File: src/rtl/div_issue_ctrl.sv
// Issue controller for the signed/unsigned divider IP cores used by div.w/mod.w/div.wu/mod.wu.
// Holds the operands, completes each AXI-stream input handshake, and returns the chosen half of dout.
module div_issue_ctrl #(
    parameter int DATA_W = 32
) (
    input  logic                  clk,
    input  logic                  resetn,
    input  logic                  flush,
    input  logic                  req_valid,
    output logic                  req_ready,
    input  logic                  req_signed,
    input  logic                  req_mod,
    input  logic [DATA_W-1:0]     req_src1,
    input  logic [DATA_W-1:0]     req_src2,
    output logic                  resp_valid,
    input  logic                  resp_ready,
    output logic [DATA_W-1:0]     resp_data,
    output logic [1:0]            s_dvd_tvalid,
    input  logic [1:0]            s_dvd_tready,
    output logic [1:0]            s_dvs_tvalid,
    input  logic [1:0]            s_dvs_tready,
    output logic [DATA_W-1:0]     s_dvd_tdata,
    output logic [DATA_W-1:0]     s_dvs_tdata,
    input  logic [1:0]            m_dout_tvalid,
    input  logic [4*DATA_W-1:0]   m_dout_tdata
);

    localparam logic [2:0] S_IDLE  = 3'd0;
    localparam logic [2:0] S_ISSUE = 3'd1;
    localparam logic [2:0] S_WAIT  = 3'd2;
    localparam logic [2:0] S_DONE  = 3'd3;
    localparam logic [2:0] S_DRAIN = 3'd4;

    logic [2:0]          state;
    logic [2:0]          state_nxt;
    logic [DATA_W-1:0]   dvd_q;
    logic [DATA_W-1:0]   dvs_q;
    logic                sel;
    logic                mod_q;
    logic                dvd_sent;
    logic                dvs_sent;

    logic                accept;
    logic                issuing;
    logic                dvd_drive;
    logic                dvs_drive;
    logic                dvd_fire;
    logic                dvs_fire;
    logic                dvd_done;
    logic                dvs_done;
    logic                dout_fire;
    logic [2*DATA_W-1:0] dout_word;
    logic [DATA_W-1:0]   result;

    assign req_ready = (state == S_IDLE) && !flush;
    assign accept    = req_valid && req_ready;

    // A channel keeps tvalid up until its own handshake, also while draining a flushed op.
    assign issuing      = (state == S_ISSUE) || (state == S_DRAIN);
    assign dvd_drive    = issuing && !dvd_sent;
    assign dvs_drive    = issuing && !dvs_sent;
    assign s_dvd_tvalid = {dvd_drive && sel, dvd_drive && !sel};
    assign s_dvs_tvalid = {dvs_drive && sel, dvs_drive && !sel};
    assign dvd_fire     = dvd_drive && s_dvd_tready[sel];
    assign dvs_fire     = dvs_drive && s_dvs_tready[sel];
    assign dvd_done     = dvd_sent || dvd_fire;
    assign dvs_done     = dvs_sent || dvs_fire;
    assign s_dvd_tdata  = dvd_q;
    assign s_dvs_tdata  = dvs_q;

    assign dout_fire = m_dout_tvalid[sel];
    assign dout_word = sel ? m_dout_tdata[4*DATA_W-1:2*DATA_W] : m_dout_tdata[2*DATA_W-1:0];
    assign result    = mod_q ? dout_word[DATA_W-1:0] : dout_word[2*DATA_W-1:DATA_W];

    // NOTE: state_nxt gets its default before the case so no path can leave it unassigned (no latch).
    always_comb begin
        state_nxt = state;
        case (state)
            S_IDLE:  if (accept) state_nxt = S_ISSUE;
            S_ISSUE: begin
                if (flush)                     state_nxt = S_DRAIN;
                else if (dvd_done && dvs_done) state_nxt = S_WAIT;
            end
            // A flush coinciding with the dout beat has nothing left to drain.
            S_WAIT: begin
                if (flush)          state_nxt = dout_fire ? S_IDLE : S_DRAIN;
                else if (dout_fire) state_nxt = S_DONE;
            end
            S_DONE:  if (flush || resp_ready) state_nxt = S_IDLE;
            S_DRAIN: if (dvd_sent && dvs_sent && dout_fire) state_nxt = S_IDLE;
            default: state_nxt = S_IDLE;
        endcase
    end

    // NOTE: registers use <= so every flop samples pre-edge values regardless of block order.
    always_ff @(posedge clk or negedge resetn) begin
        if (!resetn) begin
            state      <= S_IDLE;
            dvd_q      <= '0;
            dvs_q      <= '0;
            sel        <= 1'b0;
            mod_q      <= 1'b0;
            dvd_sent   <= 1'b0;
            dvs_sent   <= 1'b0;
            resp_valid <= 1'b0;
            resp_data  <= '0;
        end else begin
            state      <= state_nxt;
            resp_valid <= (state_nxt == S_DONE);
            if (accept) begin
                dvd_q    <= req_src1;
                dvs_q    <= req_src2;
                sel      <= req_signed;
                mod_q    <= req_mod;
                dvd_sent <= 1'b0;
                dvs_sent <= 1'b0;
            end else begin
                if (dvd_fire) dvd_sent <= 1'b1;
                if (dvs_fire) dvs_sent <= 1'b1;
            end
            if ((state == S_WAIT) && dout_fire && !flush) resp_data <= result;
        end
    end

endmodule

File: config.mk
export PLATFORM = sky130hd
export DESIGN_NAME = div_issue_ctrl
export DESIGN_NICKNAME = d
export VERILOG_FILES = /design/src/rtl/div_issue_ctrl.sv
export SDC_FILE = /design/constraint.sdc
export NUM_CORES = 1
export LEC_CHECK = 0
export CORE_AREA = 2 2 118 120
export DETAILED_ROUTE_END_ITERATION = 7
export DIE_AREA = 0 0 120 122
export GPL_TIMING_DRIVEN = 0
export HOLD_SLACK_MARGIN = 0.06
export PLACE_DENSITY = 0.8
export SLEW_MARGIN = 20
export SYNTH_ARGS = -nofsm -noshare
export SYNTH_HDL_FRONTEND = slang
export SYNTH_SLANG_ARGS = --single-unit
File: constraint.sdc
create_clock -name clk -period 5.6 [get_ports clk]
set_input_delay 0.84 -clock clk [delete_from_list [all_inputs] [get_ports clk]]
set_output_delay 0.84 -clock clk [all_outputs]
set_load 0.1 [all_outputs]
# After elaboration in Yosys (flattened, before gate mapping)
# Index checks and enable logic that the tools add are counted.
[word_totals]
ff_bits = 104
output_inout_bits = 102
[op_classes]
reduce_logical = 26
n_mux = 21
n_eq_ne = 5
order_cmp = 1
[ops]
columns = ["operator", "count"]
rows = [
  ["$mux 64", 1],
  ["$mux 32", 1],
  ["$mux 3", 8],
  ["$logic_and 1x1->1", 15],
  ["$pmux 3 s5", 1],
  ["$mux 1", 10],
  ["$eq 3x2->1 const B", 3],
  ["$logic_not 1->1", 4],
  ["$logic_or 1x1->1", 4],
  ["$reduce_bool 2->1", 2],
  ["$eq 3x1->1 const B", 1],
  ["$eq 3x3->1 const B", 1],
  ["$logic_not 3->1", 1],
  ["$lt 1x2->1 const B", 1],
]

# Logic depth before layout (Yosys ltp)
# Gate-level depths: netlist of run 1.
[depth]
depth_word = 10
ltp_mapped = 6

# Worst setup path after synthesis of run 1
# No wires, ideal clock.
[synth_path]
path_kind = "reg-to-output"
start = "reg state[0]"
end = "out s_dvd_tvalid[0]"
path_stages_with_launch = 5
arrival_ps = 2879
path_slack_ps = 1881
path_cell_list = "dfrtp_1 buf_4 xor2_1 nand2_1 nor3_1"
[synth_between]
elab_chain_cells = 4
elab_cells_between_ends = 5
cone_classes = "eq/ne (2); reduce/logical (3)"
[synth_lines]
columns = ["element", "line_no", "rtl"]
rows = [
  ["start: declaration", "34", "logic [2:0] state;"],
  ["start signal: assignment", "108", "state <= state_nxt;"],
  ["$eq 3x1->1 or $eq 3x3->1 (tied branches)", "59", "assign issuing = (state == S_ISSUE) || (state == S_DRAIN);"],
  ["$logic_or 1x1->1 (*)", "59", ""],
  ["$logic_and 1x1->1 (*)", "60", "assign dvd_drive = issuing && !dvd_sent;"],
  ["$logic_and 1x1->1 (*)", "62", "assign s_dvd_tvalid = {dvd_drive && sel, dvd_drive && !sel};"],
  ["end: declaration", "18", "output logic [1:0] s_dvd_tvalid,"],
]
# Mark *: on every way between the ends. The rest lies on a longest branch, timed or not.

# Final worst setup path of run 1
[layout_path]
start = "in flush"
end = "out req_ready"
[layout_between]
elab_chain_cells = 2
[layout_lines]
columns = ["element", "line_no", "rtl"]
rows = [
  ["start: declaration", "8", "input logic flush,"],
  ["$logic_not 1->1", "55", "assign req_ready = (state == S_IDLE) && !flush;"],
  ["$logic_and 1x1->1", "55", ""],
  ["end: declaration", "10", "output logic req_ready,"],
]
# Every way passes these cells.

==> results.md, run 1 <==
* Worst slack at placement at 1.86 ns
* Global Route Usage Sum at 20.6%
* Number of detailed-routing iterations run before antenna repair at 4
* CP arrival at 2.90 ns
* Number of global-route vias before repair at 4,162
* DR vias at 3,848
* Synth cell count leaders: sky130_fd_sc_hd__dfrtp_1, sky130_fd_sc_hd__mux2_2, sky130_fd_sc_hd__mux2_4
* Synth Register Bits at 104
* Number of nets at the end of the flow at 815
* Number of top-level pins at 307
* Inserted Diodes at 0
* Relative slew slack at 31.0%
* Buffer count from post-CTS setup fixing at 0
* Number of enable-type register cells in the synthesized netlist at 0
* HPWL after DPL at 12,100 um
* DR DRC count at 0
* Asr flop ratio synth at 100%
* Data required time of the critical path at 4.76 ns
* Cell count of the worst reg-to-reg path at 4
* Synth Warn # at 0
* Run status: complete, no violations
* Number of standard cells after synthesis at 292
* Met2 Track Usage GR at 36.3%
* Combined area of all synthesized cells at 0.00495 mm2
* Clock slew at the register clock pins of the worst setup and hold paths at 0.07 ns
* Cell at the root of the clock tree: sky130_fd_sc_hd__clkbuf_16
* Slew @ Worst Pin at 1.03 ns
* Initial Util at 36.6%
* Remaining antenna violation count after routing at 0
* Antenna violations before repair at 0
* Max-cap check violation count at 0
* Final min period at 3.74 ns
* FMAX at 0.267 GHz
* First-pass GRT wire length at 22,800 um
* Die height at 122 um
* Routability-driven placement congestion ratio at 0.770
* Primary FF master, synth: sky130_fd_sc_hd__dfrtp_1
* Num CTS Buffers at 9
* Horizontal extent of the die at 120 um
* GR Util met1 at 25.0%
* Clock Skew at 0.00655 ns
* Busiest layer in global routing: met2
* Post-cts sizing count at 0
* Row count at 43
* Share of the synthesized area in the top cell type at 52.6%
* Final Hold Vio Count at 0
* Port-buffer cells at 306
* Crit. End Element: primary output
* Total detailed-routing wirelength at 15,000 um
* Hold WC Path Type: input pin to asynchronous set/reset pin
* Fraction of met3 tracks used by global routing at 3.98%
* Cell type contributing the most total cell area after synthesis: sky130_fd_sc_hd__dfrtp_1
* Final Max Tran Viols at 0
* Clock tree from TritonCTS: built
* Clock insertion delay at the later pin of the skew report at 0.35 ns
* Least setup slack across all paths after layout at 1.86 ns
* Critical path type: input pin to primary output
* Startpoint type of the worst setup path: input pin
* Post-synth net total at 497
* Largest cells by area after synthesis: sky130_fd_sc_hd__dfrtp_1, sky130_fd_sc_hd__mux4_2, sky130_fd_sc_hd__mux2_2, sky130_fd_sc_hd__mux2_4, sky130_fd_sc_hd__buf_6
* Congestion Overflow GR at 0
* Initial DRC count at 131
* Proportion of layout cells with a drive suffix above 1 at 27.3%
* Maximum count of clock buffers along a single path at 2
* Post-route clock period utilization at 66.8%
* Clk sink count at 104
* Ratio of routed vias to standard cells at 4.84
* Largest fanout of any net on the critical path at 4
* Avg WL per Cell at 18.8 um
* Cts hold-fix bufs at 0
* Dominant cell by count in the synthesized netlist: sky130_fd_sc_hd__dfrtp_1
* Mean post-synth cell area at 16.9 um2
* H-tree levels at 3
* RSZ-0062 raised after global routing: false
* Pin count of the biggest net entering global routing at 63
* Total die area at 0.0146 mm2
* Area delta synth->final at 72.8%
* Setup Total Neg Slack at 0 ns
* Placeable core region at 0.0135 mm2
* Seq/Total Area, Yosys at 52.6%
* Count of cell types in the netlist at 26
* Setup-failing EPs final at 0
[cells in the final DEF, fill, tap and decap left out, types with 2 or more instances in the layout]
cell type,count
sky130_fd_sc_hd__buf_4,2
sky130_fd_sc_hd__clkinv_4,4
sky130_fd_sc_hd__dfrtp_1,104
sky130_fd_sc_hd__nand2b_1,2
sky130_fd_sc_hd__mux2_2,61
sky130_fd_sc_hd__a21oi_1,2
sky130_fd_sc_hd__nor3_1,2
sky130_fd_sc_hd__o21ai_0,2
sky130_fd_sc_hd__clkbuf_1,5
sky130_fd_sc_hd__mux2_4,40
sky130_fd_sc_hd__clkbuf_16,9
sky130_fd_sc_hd__buf_2,9
sky130_fd_sc_hd__clkdlybuf4s50_1,305
sky130_fd_sc_hd__a31oi_1,2
sky130_fd_sc_hd__nand2_1,6
sky130_fd_sc_hd__buf_6,6
sky130_fd_sc_hd__nand3_1,2
sky130_fd_sc_hd__nor2_1,7
sky130_fd_sc_hd__mux4_2,32
[critical path, stage by stage]
cell and delay, ns:
sky130_fd_sc_hd__clkdlybuf4s50_1 0.49, sky130_fd_sc_hd__nor4_4 0.33, sky130_fd_sc_hd__clkdlybuf4s50_1 1.23
[final cells by class]
cell class              instances  area (um2)
plain buffers                  20         131
clock buffers                  11         243
clock inverters                 5        42.5
fillers                      1016        4950
inverters                       1        3.75
multi-input cells             167        2210
flip-flops and latches        104        2600
well taps                     180         225
repair buffers                307        3090
[flip-flops by register name, summed over array words and instances (netlist names)]
name	count
mod_q	1
state	3
resp_valid	1
s_dvd_tdata	32
s_dvs_tdata	32
dvs_sent	1
dvd_sent	1
resp_data	32
sel	1
[routing by layer]
| layer | vias to the layer above | wire length (um) |
|---|---|---|
| li1 | 1725 | - |
| met5 | - | 0 |
| met1 | 1936 | 5730 |
| met4 | 0 | 298 |
| met2 | 167 | 8070 |
| met3 | 20 | 869 |
[through the flow]
| step | cell area, um2 | cells | hold slack [ns] | util [%] |
|---|---|---|---|---|
| finish | 8550 | 795 | 0.400 | 63.3 |
| global route | 8550 | 795 | 0.430 | 63.3 |
| CTS | 8550 | 795 | 0.407 | 63.3 |
| detailed placement | 8270 | 779 | 0.492 | 61.2 |
| global placement | 8240 | 778 | 0.487 | 61.0 |
| floorplan | 4950 | 292 | 0.544 | - |
[path summary, 6_finish.rpt]
kind | start | to | slack (ns)
worst max-delay path | flush | req_ready | 1.86
worst min-delay path | resetn | s_dvs_tdata[27] | 0.40
worst max register to register | mod_q | resp_data[11] | 3.61
worst min register to register | resp_data[14] | resp_data[14] | 0.50
max in group asynchronous | resetn | resp_data[18] | 4.56
min in group clk | resp_data[14] | resp_data[14] | 0.50
[kinds of logic after synthesis]
family                    Yosys count  share of synthesized area [%]
AOI/OAI and AO/OA                  10                           1.34
xor gates and xnor gates            1                          0.177
buffers and inverters              21                           2.73
DFF                               104                           52.6
muxes                             133                           40.6
and+or+nand+nor                    23                           2.58
Power of run 1 is not shown: default switching activity piles up to over one toggle a cycle in this logic, so the estimate is an artifact.
==> run 2: changes to the inputs <==
--- a/config.mk
+++ b/config.mk
@@ -5,12 +5,11 @@
 export SDC_FILE = /design/constraint.sdc
 export NUM_CORES = 1
 export LEC_CHECK = 0
-export CORE_AREA = 2 2 118 120
+export CORE_UTILIZATION = 34
 export DETAILED_ROUTE_END_ITERATION = 7
-export DIE_AREA = 0 0 120 122
 export GPL_TIMING_DRIVEN = 0
 export HOLD_SLACK_MARGIN = 0.06
-export PLACE_DENSITY = 0.8
+export PLACE_DENSITY = 0.77
 export SLEW_MARGIN = 20
 export SYNTH_ARGS = -nofsm -noshare
 export SYNTH_HDL_FRONTEND = slang
==> constraint.sdc (replaced) <==
create_clock -name clk -period 3.1 [get_ports clk]
set_input_delay 0.465 -clock clk [delete_from_list [all_inputs] [get_ports clk]]
set_output_delay 0.465 -clock clk [all_outputs]
set_load 0.1 [all_outputs]
==> results.md, run 2 (synthesis results as in run 1) <==
* Run status: complete, no violations
* Clk sink count at 104
* RSZ-0062 raised after global routing: false
* DR DRC count at 0
* Hold WC Path Type: input pin to asynchronous set/reset pin
* Number of fill cells at 1,106
* Buffer count from post-CTS setup fixing at 0
* Clock insertion delay at the later pin of the skew report at 0.35 ns
* First-pass GRT wire length at 21,800 um
* H-tree levels at 3
* Setup Total Neg Slack at 0 ns
* Total die area at 0.0150 mm2
* Setup-failing EPs final at 0
* Inserted Diodes at 0
* Initial Util at 35.2%
* DR vias at 3,852
* Clock slew at the register clock pins of the worst setup and hold paths at 0.07 ns
* Clock Skew at 0.0110 ns
* Proportion of layout cells with a drive suffix above 1 at 27.4%
* Routability-driven placement congestion ratio at 0.735
* Antenna violations before repair at 0
* Data required time of the critical path at 2.63 ns
* Terminus of the critical flop-to-flop path: resp_data[16]
* Crit. End Element: primary output
* Die height at 123 um
* Post-route clock period utilization at 95.9%
* Global Route Usage Sum at 19.5%
* Port-buffer cells at 306
* Cell count of the worst reg-to-reg path at 4
* Cell at the root of the clock tree: sky130_fd_sc_hd__clkbuf_16
* Num CTS Buffers at 9
* Congestion Overflow GR at 0
* Number of top-level pins at 307
* Max-cap check violation count at 0
* Ratio of routed vias to standard cells at 4.85
* Startpoint type of the worst setup path: input pin
* Initial DRC count at 81
* Total detailed-routing wirelength at 14,500 um
* Remaining antenna violation count after routing at 0
* Avg WL per Cell at 18.2 um
* Reg2Reg Setup Slack at 1.10 ns
* Clock tree from TritonCTS: built
* Number of cells in the design after placement at 779
* Critical path type: input pin to primary output
* Row count at 43
* Final Hold Vio Count at 0
* FMAX at 0.336 GHz
* Most common cell after layout, fill and taps aside: sky130_fd_sc_hd__clkdlybuf4s50_1
* Reg-to-reg startpoint: mod_q
* Number of global-route vias before repair at 4,246
* Leading cell types in the layout, fill and taps excluded: sky130_fd_sc_hd__clkdlybuf4s50_1, sky130_fd_sc_hd__dfrtp_1, sky130_fd_sc_hd__mux2_2
* Area taken by multi-input logic gates at 0.00221 mm2
* Reg area at 0.00260 mm2
* HPWL after DPL at 11,600 um
* Horizontal extent of the die at 123 um
* Number of nets at the end of the flow at 815
* Area delta synth->final at 73.0%
* Final min period at 2.97 ns
* Maximum count of clock buffers along a single path at 2
* Placeable core region at 0.0140 mm2
* Slew @ Worst Pin at 1.03 ns
* CP arrival at 2.51 ns
* Relative slew slack at 30.9%
* Final Max Tran Viols at 0
* Pin count of the biggest net entering global routing at 54
* Final Non-Filler Cells at 794
* Largest fanout of any net on the critical path at 4
* Number of detailed-routing iterations run before antenna repair at 4
[run 2: changes by cell type in the layout (fill, tap and decap cells not counted)]
cell,delta
sky130_fd_sc_hd__bufinv_16,+1
sky130_fd_sc_hd__clkbuf_1,-1
sky130_fd_sc_hd__clkbuf_8,-1
sky130_fd_sc_hd__clkdlybuf4s50_1,-4
sky130_fd_sc_hd__clkinv_4,-2
sky130_fd_sc_hd__clkinvlp_4,-1
sky130_fd_sc_hd__dlygate4sd2_1,+4
sky130_fd_sc_hd__inv_6,+3
[run 2: critical path, stage by stage]
cell	delay (ns)
sky130_fd_sc_hd__clkdlybuf4s50_1	0.47
sky130_fd_sc_hd__nor4_4	0.33
sky130_fd_sc_hd__clkdlybuf4s50_1	1.23
[run 2: final cells by class]
class                           count  share of cell area [%]
Timing Repair Buffer              307                    36.1
Clock inverter                      6                   0.862
Clock buffer                        9                    2.63
Tap cell                          180                    2.63
Inverter                            1                  0.0439
Sequential cell                   104                    30.4
Multi-Input combinational cell    167                    25.8
Buffer                             20                    1.53
[run 2: how the worst max path moves through the flow]
stage                         from              end  slack, ns  cells after the start
after floorplan           state[0]  s_dvd_tvalid[0]      -0.24                      4
after global placement      resetn   s_dvs_tdata[7]      -2.37                      1
after detailed placement     flush        req_ready       0.11                      3
after CTS                    flush        req_ready       0.11                      3
after global routing           sel  s_dvs_tvalid[1]       0.03                      5
final                        flush        req_ready       0.13                      3
[run 2: through the flow]
stage	setup slack (ns)	area, um2	utilization (%)	hold slack (ns)
after floorplan	-0.244	4950	-	0.169
after global placement	-2.37	8240	58.7	0.487
after detailed placement	0.112	8270	58.9	0.459
after CTS	0.108	8560	61.0	0.0868
after global routing	0.0327	8560	61.0	0.106
final	0.127	8560	61.0	0.0736
[run 2: layer usage]
metal / vias up / GRT usage [%] / part of all wire, %
met2: 173 / 35.1 / 53
met5: - / 0 / 0
met1: 1921 / 21.5 / 37
li1: 1734 / - / -
met3: 24 / 4.74 / 7.1
met4: 0 / 9.07 / 2.6
[run 2: timing repair]
item	in CTS	in global routing
gates resized for setup	4	0
hold buffers	0	0
endpoints found under the setup margin	4	0
Power of run 2 is left out for the same reason.
==> run 3: changes to the inputs <==
--- a/config.mk
+++ b/config.mk
@@ -10,6 +10,7 @@
 export GPL_TIMING_DRIVEN = 0
 export HOLD_SLACK_MARGIN = 0.06
 export PLACE_DENSITY = 0.77
+export SKIP_CTS_REPAIR_TIMING = 1
 export SLEW_MARGIN = 20
 export SYNTH_ARGS = -nofsm -noshare
 export SYNTH_HDL_FRONTEND = slang
==> results.md, run 3 (synthesis results as in run 1) <==
* Cell at the root of the clock tree: sky130_fd_sc_hd__clkbuf_16
* Routed wire length on met2 at 7730 um
* H-tree levels at 3
* Placeable core region at 0.0140 mm2
* Setup Total Neg Slack at 0 ns
* Inserted Diodes at 0
* Combined buffer and inverter count along the critical path at 2
* Cell count of the worst reg-to-reg path at 4
* Most common cell after layout, fill and taps aside: sky130_fd_sc_hd__clkdlybuf4s50_1
* Number of cells in the design after placement at 779
* Initial DRC count at 89
* Number of fill cells at 1,108
* Antenna violations before repair at 0
* Max-cap check violation count at 0
* Final Non-Filler Cells at 794
* Final core utilization at 61.1%
* Clk sink count at 104
* Number of detailed-routing iterations run before antenna repair at 4
* Setup-failing EPs final at 0
* Post-route clock period utilization at 95.7%
* Area taken by multi-input logic gates at 0.00221 mm2
* RSZ-0062 raised after global routing: false
* Pin count of the biggest net entering global routing at 54
* Area delta synth->final at 73.3%
* DR DRC count at 0
* Highest routed metal layer: met4
* Largest fanout of any net on the critical path at 4
* Final min period at 2.97 ns
* Clock Skew at 0.0109 ns
* Number of top-level pins at 307
* Timing startpoint of the critical path: flush
* Total die area at 0.0150 mm2
* CP arrival at 2.50 ns
* Final Max Tran Viols at 0
* Library cell appearing most often on the critical path: sky130_fd_sc_hd__clkdlybuf4s50_1
* Number of global-route vias before repair at 4,246
* Crit. End Element: primary output
* Port-buffer cells at 306
* Congestion Overflow GR at 0
* Relative slew slack at 30.8%
* FMAX at 0.337 GHz
* Maximum count of clock buffers along a single path at 2
* Delay-heaviest family, CP: buffers and inverters
* Worst slack at placement at 0.112 ns
* Die height at 123 um
* Clock tree from TritonCTS: built
* DR vias at 3,849
* Startpoint type of the worst setup path: input pin
* Data required time of the critical path at 2.63 ns
* Total detailed-routing wirelength at 14,500 um
* Routability-driven placement congestion ratio at 0.735
* Ratio of routed vias to standard cells at 4.85
* Num CTS Buffers at 9
* Cell depth of the worst setup path at 3
* Global Route Usage Sum at 19.5%
* Slew @ Worst Pin at 1.03 ns
* Worst path slowest cell: sky130_fd_sc_hd__clkdlybuf4s50_1
* Proportion of layout cells with a drive suffix above 1 at 27.4%
* Initial Util at 35.2%
* Least setup slack across all paths after layout at 0.132 ns
* Avg WL per Cell at 18.2 um
* CP Cell Sequence: clkdlybuf4s50_1, nor4_4, clkdlybuf4s50_1
* Final Hold Vio Count at 0
* Number of nets at the end of the flow at 815
* HPWL after DPL at 11,600 um
* First-pass GRT wire length at 21,800 um
* Critical path type: input pin to primary output
* Hold WC Path Type: input pin to asynchronous set/reset pin
* Horizontal extent of the die at 123 um
* Delay of the slowest cell on the worst path at 1.23 ns
* Run status: complete, no violations
* Routed metal-1 wire length at 5330 um
* Reg-to-reg startpoint: mod_q
* Leading cell types in the layout, fill and taps excluded: sky130_fd_sc_hd__clkdlybuf4s50_1, sky130_fd_sc_hd__dfrtp_1, sky130_fd_sc_hd__mux2_2
* Row count at 43
* Remaining antenna violation count after routing at 0
* Clock slew at the register clock pins of the worst setup and hold paths at 0.07 ns
* Reg area at 0.00260 mm2
* Clock insertion delay at the later pin of the skew report at 0.35 ns
* Amount of wire on met3 after detailed routing at 1040 um
-- run 3: layout make-up --
type | instances | area share, %
multi-input cells | 167 | 25.8
clock inverters | 6 | 0.861
well taps | 180 | 2.63
repair buffers | 307 | 36.2
clock buffers | 9 | 2.63
plain buffers | 20 | 1.53
flip-flops and latches | 104 | 30.4
inverters | 1 | 0.0438
-- run 3: final timing paths --
check	end	slack (ns)
min reg2reg	resp_data[2]	0.51
min in group clk	resp_data[2]	0.51
max in group asynchronous	s_dvd_tdata[16]	2.40
min	resp_data[9]	0.07
max reg2reg	resp_data[16]	1.09
max	req_ready	0.13
-- run 3: routing by layer --
layer  global-route usage (%)  vias up
met5                        0        -
met4                     9.07        0
met3                     4.74       26
met2                     35.1      177
met1                     21.5     1912
li1                         -     1734
-- run 3: worst register-to-register path: cells and delay by family, from the launching register on --
family   cells  cell delay (ns)
buf+inv      2             0.89
flops        1             0.32
mux          2             0.69
-- run 3: stage by stage --
stage                     instance area (um2)  hold slack (ns)
final                                    8570           0.0746
after global routing                     8570            0.106
after CTS                                8560           0.0868
after detailed placement                 8270            0.459
after global placement                   8240            0.487
after floorplan                          4950            0.169
Power of run 3 is left out for the same reason.
